## config.mk

```make
export PLATFORM = sky130hd
export DESIGN_NAME = wam_disp
export DESIGN_NICKNAME = d
export VERILOG_FILES = /design/src/rtl/wam_disp.sv
export SDC_FILE = /design/constraint.sdc
export NUM_CORES = 1
export LEC_CHECK = 0
export CORE_MARGIN = 10
export CORE_UTILIZATION = 47
export CTS_BUF_LIST = sky130_fd_sc_hd__clkbuf_8 sky130_fd_sc_hd__clkbuf_16
export DETAILED_ROUTE_END_ITERATION = 10
export GPL_TIMING_DRIVEN = 0
export PLACE_DENSITY = 0.68
export SETUP_SLACK_MARGIN = 0.1
export SLEW_MARGIN = 20
export SYNTH_ARGS = -nofsm -noshare
export SYNTH_HDL_FRONTEND = slang
export SYNTH_SLANG_ARGS = --single-unit
```

## constraint.sdc

```tcl
create_clock -name clk -period 4.35 [get_ports clk]
set_input_delay 0.87 -clock clk [delete_from_list [all_inputs] [get_ports clk]]
set_output_delay 0.87 -clock clk [all_outputs]
set_load 0.05 [all_outputs]
```

## src/rtl/wam_disp.sv

```systemverilog
// Whack-a-mole display back end: 4-digit multiplexed 7-segment scan
// with per-frame score shadow, leading-zero blanking, dp flash and LED blink.
module wam_disp #(
    parameter int SCAN_DIV     = 17,
    parameter int BLINK_DIV    = 24,
    parameter int FLASH_FRAMES = 64
) (
    input  logic        clk,
    input  logic        clr,
    input  logic [11:0] score,
    input  logic [7:0]  holes,
    input  logic        pause_flg,
    output logic [3:0]  an,
    output logic [6:0]  seg,
    output logic        dp,
    output logic [7:0]  led
);

    localparam logic [6:0] SEG_BLANK = 7'h7F;
    localparam logic [6:0] SEG_DASH  = 7'b0111111;
    localparam logic [6:0] SEG_P     = 7'b0001100;

    logic [SCAN_DIV-1:0]  presc_q, presc_d;
    logic [BLINK_DIV-1:0] blink_q;
    logic [1:0]           idx_q, idx_d;
    logic [11:0]          shadow_q, shadow_d;
    logic [7:0]           flash_q, flash_d;
    logic [3:0]           an_q, an_d;
    logic [6:0]           seg_q, seg_d;
    logic                 dp_q, dp_d;
    logic [7:0]           led_q;
    logic                 tick, frame;
    logic [11:0]          cur;

    function automatic logic [6:0] enc(input logic [3:0] n);
        case (n)
            4'd0:    enc = 7'b1000000;
            4'd1:    enc = 7'b1111001;
            4'd2:    enc = 7'b0100100;
            4'd3:    enc = 7'b0110000;
            4'd4:    enc = 7'b0011001;
            4'd5:    enc = 7'b0010010;
            4'd6:    enc = 7'b0000010;
            4'd7:    enc = 7'b1111000;
            4'd8:    enc = 7'b0000000;
            4'd9:    enc = 7'b0010000;
            default: enc = SEG_DASH;
        endcase
    endfunction

    assign tick  = (presc_q == '1);
    assign frame = tick && (idx_q == 2'd3);
    // Digit 0 of a new frame shows the score captured on that same edge.
    assign cur   = frame ? score : shadow_q;

    always_comb begin
        presc_d  = presc_q + SCAN_DIV'(1);
        idx_d    = idx_q;
        shadow_d = shadow_q;
        flash_d  = flash_q;
        an_d     = an_q;
        seg_d    = seg_q;
        dp_d     = dp_q;
        if (tick) begin
            idx_d = idx_q + 2'd1;
            if (frame) begin
                shadow_d = score;
                if (score != shadow_q)
                    flash_d = 8'(FLASH_FRAMES);
                else if (flash_q != 8'd0)
                    flash_d = flash_q - 8'd1;
            end
            an_d = ~(4'b0001 << idx_d);
            unique case (idx_d)
                2'd0: seg_d = enc(cur[3:0]);
                2'd1: seg_d = (cur[11:4] == 8'd0) ? SEG_BLANK : enc(cur[7:4]);
                2'd2: seg_d = (cur[11:8] == 4'd0) ? SEG_BLANK : enc(cur[11:8]);
                2'd3: seg_d = pause_flg ? SEG_P : SEG_BLANK;
            endcase
            dp_d = (flash_d == 8'd0);
        end
    end

    always_ff @(posedge clk or posedge clr) begin
        if (clr) begin
            presc_q  <= '0;
            blink_q  <= '0;
            idx_q    <= 2'd3;
            shadow_q <= 12'h000;
            flash_q  <= 8'd0;
            an_q     <= 4'b1111;
            seg_q    <= SEG_BLANK;
            dp_q     <= 1'b1;
            led_q    <= 8'h00;
        end else begin
            presc_q  <= presc_d;
            blink_q  <= blink_q + BLINK_DIV'(1);
            idx_q    <= idx_d;
            shadow_q <= shadow_d;
            flash_q  <= flash_d;
            an_q     <= an_d;
            seg_q    <= seg_d;
            dp_q     <= dp_d;
            led_q    <= pause_flg ? (holes & {8{blink_q[BLINK_DIV-1]}}) : holes;
        end
    end

    assign an  = an_q;
    assign seg = seg_q;
    assign dp  = dp_q;
    assign led = led_q;

endmodule

```

* Yosys cells after proc, flatten, opt, wreduce, memory -nomap -nowiden
Memories as Yosys holds them, arrays and structs flattened.
Index checks and enable logic that the tools add are counted.
** Operators by class
- $add $sub $neg :: 4
- Eq/ne operators :: 6
- Shift operators :: 1
- Mux-type cells :: 10
- Bitwise gates (word level) :: 2
- Reductions and logical operators :: 6
** Operator list (number)
- 8-bit two-way mux :: 5
- 7-bit one-hot mux with 4 select lines :: 1
- 24-bit by 1-bit adder with 24-bit output (second input constant) :: 1
- 7-bit two-way mux :: 3
- 17-bit by 1-bit adder with 17-bit output (second input constant) :: 1
- 17-bit == test (second input constant) :: 1
- 8-bit logical NOT :: 2
- 12-bit two-way mux :: 1
- 12-bit inequality test :: 1
- 8-bit bitwise AND :: 1
- 8-bit nonzero test :: 1
- 8-bit by 1-bit subtractor with 8-bit output (second input constant) :: 1
- 2-bit == test (second input constant) :: 3
- 4-bit logical NOT :: 1
- 4-bit NOT :: 1
- 1-bit by 2-bit << shifter with 4-bit output (first input constant) :: 1
- 2-bit by 1-bit adder with 2-bit output (second input constant) :: 1
- 2-bit by 1-bit == test with 1-bit output (second input constant) :: 1
- 2-bit logical NOT :: 1
- 1-bit logical AND :: 1
** Storage, ports and cells
- Register bits after elaboration :: 83
- ROM bits :: 336
- Input bits :: 23
- Output and inout port bits :: 20
- Word-level logic and storage cells :: 41
- Memories kept :: 3
** Memory list
- (name not given) :: depth 16, width 7, read ports 1, clocked after Yosys merged registers in 0, wr ports 0, line 36 : case (n)
- (name not given) :: depth 16, width 7, read ports 1, clocked after Yosys merged registers in 0, wr ports 0, line 36
- (name not given) :: depth 16, width 7, read ports 1, clocked after Yosys merged registers in 0, wr ports 0, line 36

* Longest topological paths before layout
- Word-level depth :: 6
- Depth in mapped cells :: 18
- Gate-level depth less buffers :: 14

* Worst setup path before layout
OpenSTA, ideal clock, no wires.
- Path type :: flip-flop to flip-flop
- Start :: register presc_q[0]
- End :: register seg_q[3] (netlist: seg[3])
- Library setup time :: 0.078 ns
- Arrival :: 3.722 ns
- Slack :: 0.550 ns
- Stages on the path, launching flop included :: 19
- Buffers on the path :: 4
- Cells stage by stage :: dfrtp_1 > ha_1 > and2_1 > nor2b_1 > and3_1 > ha_1 > buf_4 > buf_4 > and2_1 > clkbuf_1 > nand2_1 > nand2_1 > inv_1 > ha_1 > clkbuf_1 > or4_1 > a21oi_1 > o211ai_1 > a31o_1
** Between the ends
- Longest elaborated chain between the ends :: 6
- Elaborated cells on any way between the ends :: 11
- Those cells by class :: eq/ne: 1; mux: 4; reduce/logical: 3; memory: 3
** RTL lines
- from (decl) :: line 23 : logic [SCAN_DIV-1:0] presc_q, presc_d;
- from (signal assigned) :: line 96 : presc_q <= presc_d;
- 17-bit == test * :: line 51 : assign tick = (presc_q == '1);
- 1-bit logical AND * :: line 52 : assign frame = tick && (idx_q == 2'd3);
- 12-bit two-way mux *
- net cur[8] :: line 33 : logic [11:0] cur;
- memory read 16 x 7 bit (tied with other cells)
- 7-bit two-way mux, on equally long branches :: line 77, 76
- 7-bit one-hot mux with 4 select lines * :: line 74 : unique case (idx_d)
- to (signal assigned) :: line 102 : seg_q <= seg_d;
- to (decl) :: line 29 : logic [6:0] seg_q, seg_d;
Mark *: on every way through the listed nets, which the timed path passes. The rest lies on a longest branch.
A chain may end at the register's enable or synchronous reset.

* Final worst setup path
Ends and elaborated chain as after synthesis.

==> key figures <==
Placed design
  • GPL Wtd Cong: 0.861
  • Dpl cells: 636
  • I/O Buffers: 42
  • Placed Area: 5380 sq um
  • DP HPWL: 7670 um

Global route
  • Number of global-route vias before repair: 3,558
  • Global Route Usage Sum: 0.146
  • First-pass GRT wire length: 17,700 um
  • Grt total ovfl: 0
  • Initial antenna violation count: 0
  • Largest net degree at the start of global routing: 56

Clock tree
  • CTS H-tree lvls: 3
  • CTS max path bufs: 2
  • Clk sinks: 83
  • Clock Latency Late Sink: 360 ps
  • CTS root buffer: clkbuf_8
  • CTS tree: yes
  • Inserted Clock Buffers: 9
  • Clk pin slew, worst setup/hold paths: 90 ps

Floorplanning
  • Core Area: 9820 sq um
  • Starting Density: 0.485
  • Die area: 14,600 sq um
  • Die H: 121 um
  • Die X: 121 um
  • Row Count: 36
  • Io pins: 43

Detailed routing
  • Pre-antenna DRT Iters: 4
  • DRT iter0 DRCs: 173
  • DRC viols: 0
  • Routed Antenna Nets: 0
  • Routed length per placed instance: 16.0 um
  • Vias/cell: 5.45
  • WL final: 10,400 um
  • Total number of vias: 3,549

Logic synthesis
  • Synth Cell Area: 4760 sq um
  • Post-Syn Nets: 510
  • Flops & latches, synth: 83
  • Syn Inst Count: 460
  • Synth Flop Type: dfrtp_1
  • Avg Synthesized Cell Area: 10.3 sq um
  • Sequential area share after synthesis: 0.440
  • Post-synth ARST share: 1.00
  • Number of synthesized flops with an enable pin: 0
  • Distinct cells, synth: 75
  • Yosys warns: 0

Finish
  • N_diodes: 0
  • Nets: 563
  • Layout cells sized above 1: 0.125
  • Final Util: 0.570
  • Fillers: 882
  • Most common cell after layout, fill and taps aside: dfrtp_1
  • Most frequent cells in the layout: 69 x dfrtp_1, 42 x clkdlybuf4s50_1, 39 x xnor2_1
  • Fin cells: 651
  • Cell area after layout: 5600 sq um
  • Layout area overhead: 17.6%

Power
  • Total power: 1.47 mW
  • Leak pwr: 2.46 nW
  • Pwr/cell area: 262 nW/um^2
  • Maximum VDD drop: 0.176 mV

Outcome
  • Status: finished, final reports clean

Timing
  • FMAX: 252 MHz
  • Final period util: 0.911
  • Rel. slew slack: 0.522
  • Fin. Hold Viols: 0
  • Final setup fails: 0
  • RSZ-0062 raised after global routing: false
  • Fin. max-slew vios: 0
  • Slew @ Worst Pin: 712 ps
  • Min Tclk post-route: 3960 ps
  • Skew final: 11.0 ps
  • Worst hold margin: 467 ps

Setup path
  • Critical Path Fanout Max: 10
  • CP Capture Point: seg[3]
  • Critical path data arrival time: 4260 ps
  • Worst setup SP type: flop
  • CP Class: flop to flop
  • CP Launch Point: presc_q[0]
  • Worst R2R Start: presc_q[0]
  • Req. time, crit path: 4650 ps
  • Depth of the worst register-to-register path: 17
  • Reg-to-reg setup timing slack: 390 ps
  • FF-to-FF End: seg[3]
  • Crit. End Element: flop

Flow run
  • Max-cap viol count: 0

Hold path
  • Worst Hold Depth: 1
  • HP Class: flop to flop
## worst max-delay path, stage by stage, from the launching register on
cell	delay (ps)
dfrtp_1	400
ha_1	220
and2_1	220
nor2b_2	220
and3_1	220
ha_4	200
buf_4	170
buf_4	190
and2_4	180
clkbuf_4	200
nand2_1	100
nand2_2	130
inv_1	100
ha_2	250
or4_1	530
a21oi_1	210
o211ai_1	130
a31o_1	240
## synth_stat cells, types with 3 or more instances
library cell	count	share of area
buf_4	3	0.0047
nor2_1	19	0.015
o311ai_0	4	0.0074
nor3b_1	3	0.0047
nand2_1	37	0.029
nor2b_1	5	0.0066
ha_1	27	0.071
nand2b_1	5	0.0066
mux2i_4	3	0.014
o211ai_1	3	0.0047
mux2_2	3	0.0071
inv_1	26	0.020
a31oi_1	8	0.011
nand3_1	21	0.022
and4_1	4	0.0074
a21boi_0	3	0.0047
clkbuf_1	6	0.0047
o21ai_0	19	0.020
mux2i_1	5	0.011
a211oi_1	5	0.0079
dfstp_2	14	0.077
xor2_1	13	0.024
nor3_1	7	0.0074
xnor2_1	39	0.072
nand3b_1	3	0.0047
a21oi_1	14	0.015
o31ai_1	3	0.0047
dfrtp_1	69	0.36
and3_1	11	0.014
and2_1	13	0.017
nand4_1	7	0.0092
nor4_1	5	0.0066
o21a_1	4	0.0063
## through the flow
stage | setup TNS (ps) | worst slack, ps
2_1_floorplan | 0 | 550
5_1_grt | 0 | 146
3_3_place_gp | -356 | -336
6_report | 0 | 389
3_5_place_dp | -329 | -327
4_1_cts | 0 | 105
## power by group
part	internal (mW)	switching, mW	total, mW
clock	0.271	0.302	0.573
sequential	0.779	0.00436	0.784
combinational	0.0462	0.0646	0.111
total	1.10	0.371	1.47
## sequential cells by signal (all words and copies together), names as in the netlist
| signal | cells |
|---|---|
| blink_q | 24 |
| presc_q | 17 |
| shadow_q | 12 |
| flash_q | 8 |
| led | 8 |
| seg | 7 |
| an | 4 |
| idx_q | 2 |
| dp | 1 |
## timing repair
item / CTS / global route
setup buffers: 0 / 0
hold buffers: 0 / 0
resized for setup: 5 / 3
endpoints found under the setup margin: 6 / 1
## worst min path at each step
stage / start / slack, ps / end
detailed placement: presc_q[15] / 460 / presc_q[15]
finish: presc_q[15] / 470 / presc_q[15]
global placement: blink_q[18] / 450 / blink_q[18]
global route: blink_q[23] / 490 / blink_q[23]
floorplan: presc_q[8] / 430 / presc_q[8]
CTS: presc_q[15] / 470 / presc_q[15]
## final cells by class
type,instances,area (sq um),area share
multi-input cells,338,2520,0.450
flip-flops and latches,83,2090,0.374
repair buffers,43,448,0.0800
well taps,133,166,0.0297
clock buffers,9,124,0.0221
inverters,27,104,0.0185
clock inverters,7,75.1,0.0134
plain buffers,11,66.3,0.0118
## layer usage
metal,global-route usage,vias up,part of all wire
met5,0,-,0
met4,0.0430,0,0.012
met3,0.0400,12,0.042
met2,0.231,45,0.47
met1,0.192,1746,0.47
li1,-,1746,-
## kinds of logic after synthesis
| group | after synthesis | share of synthesized area |
|---|---|---|
| DFF | 83 | 0.440 |
| muxes | 11 | 0.0318 |
| adders and majority gates | 27 | 0.0710 |
| buffers and inverters | 39 | 0.0352 |
| and+or+nand+nor | 153 | 0.180 |
| xor gates and xnor gates | 52 | 0.0957 |
| AOI/OAI and AO/OA | 95 | 0.147 |
No activity file was read; power rests on OpenSTA's default activity.
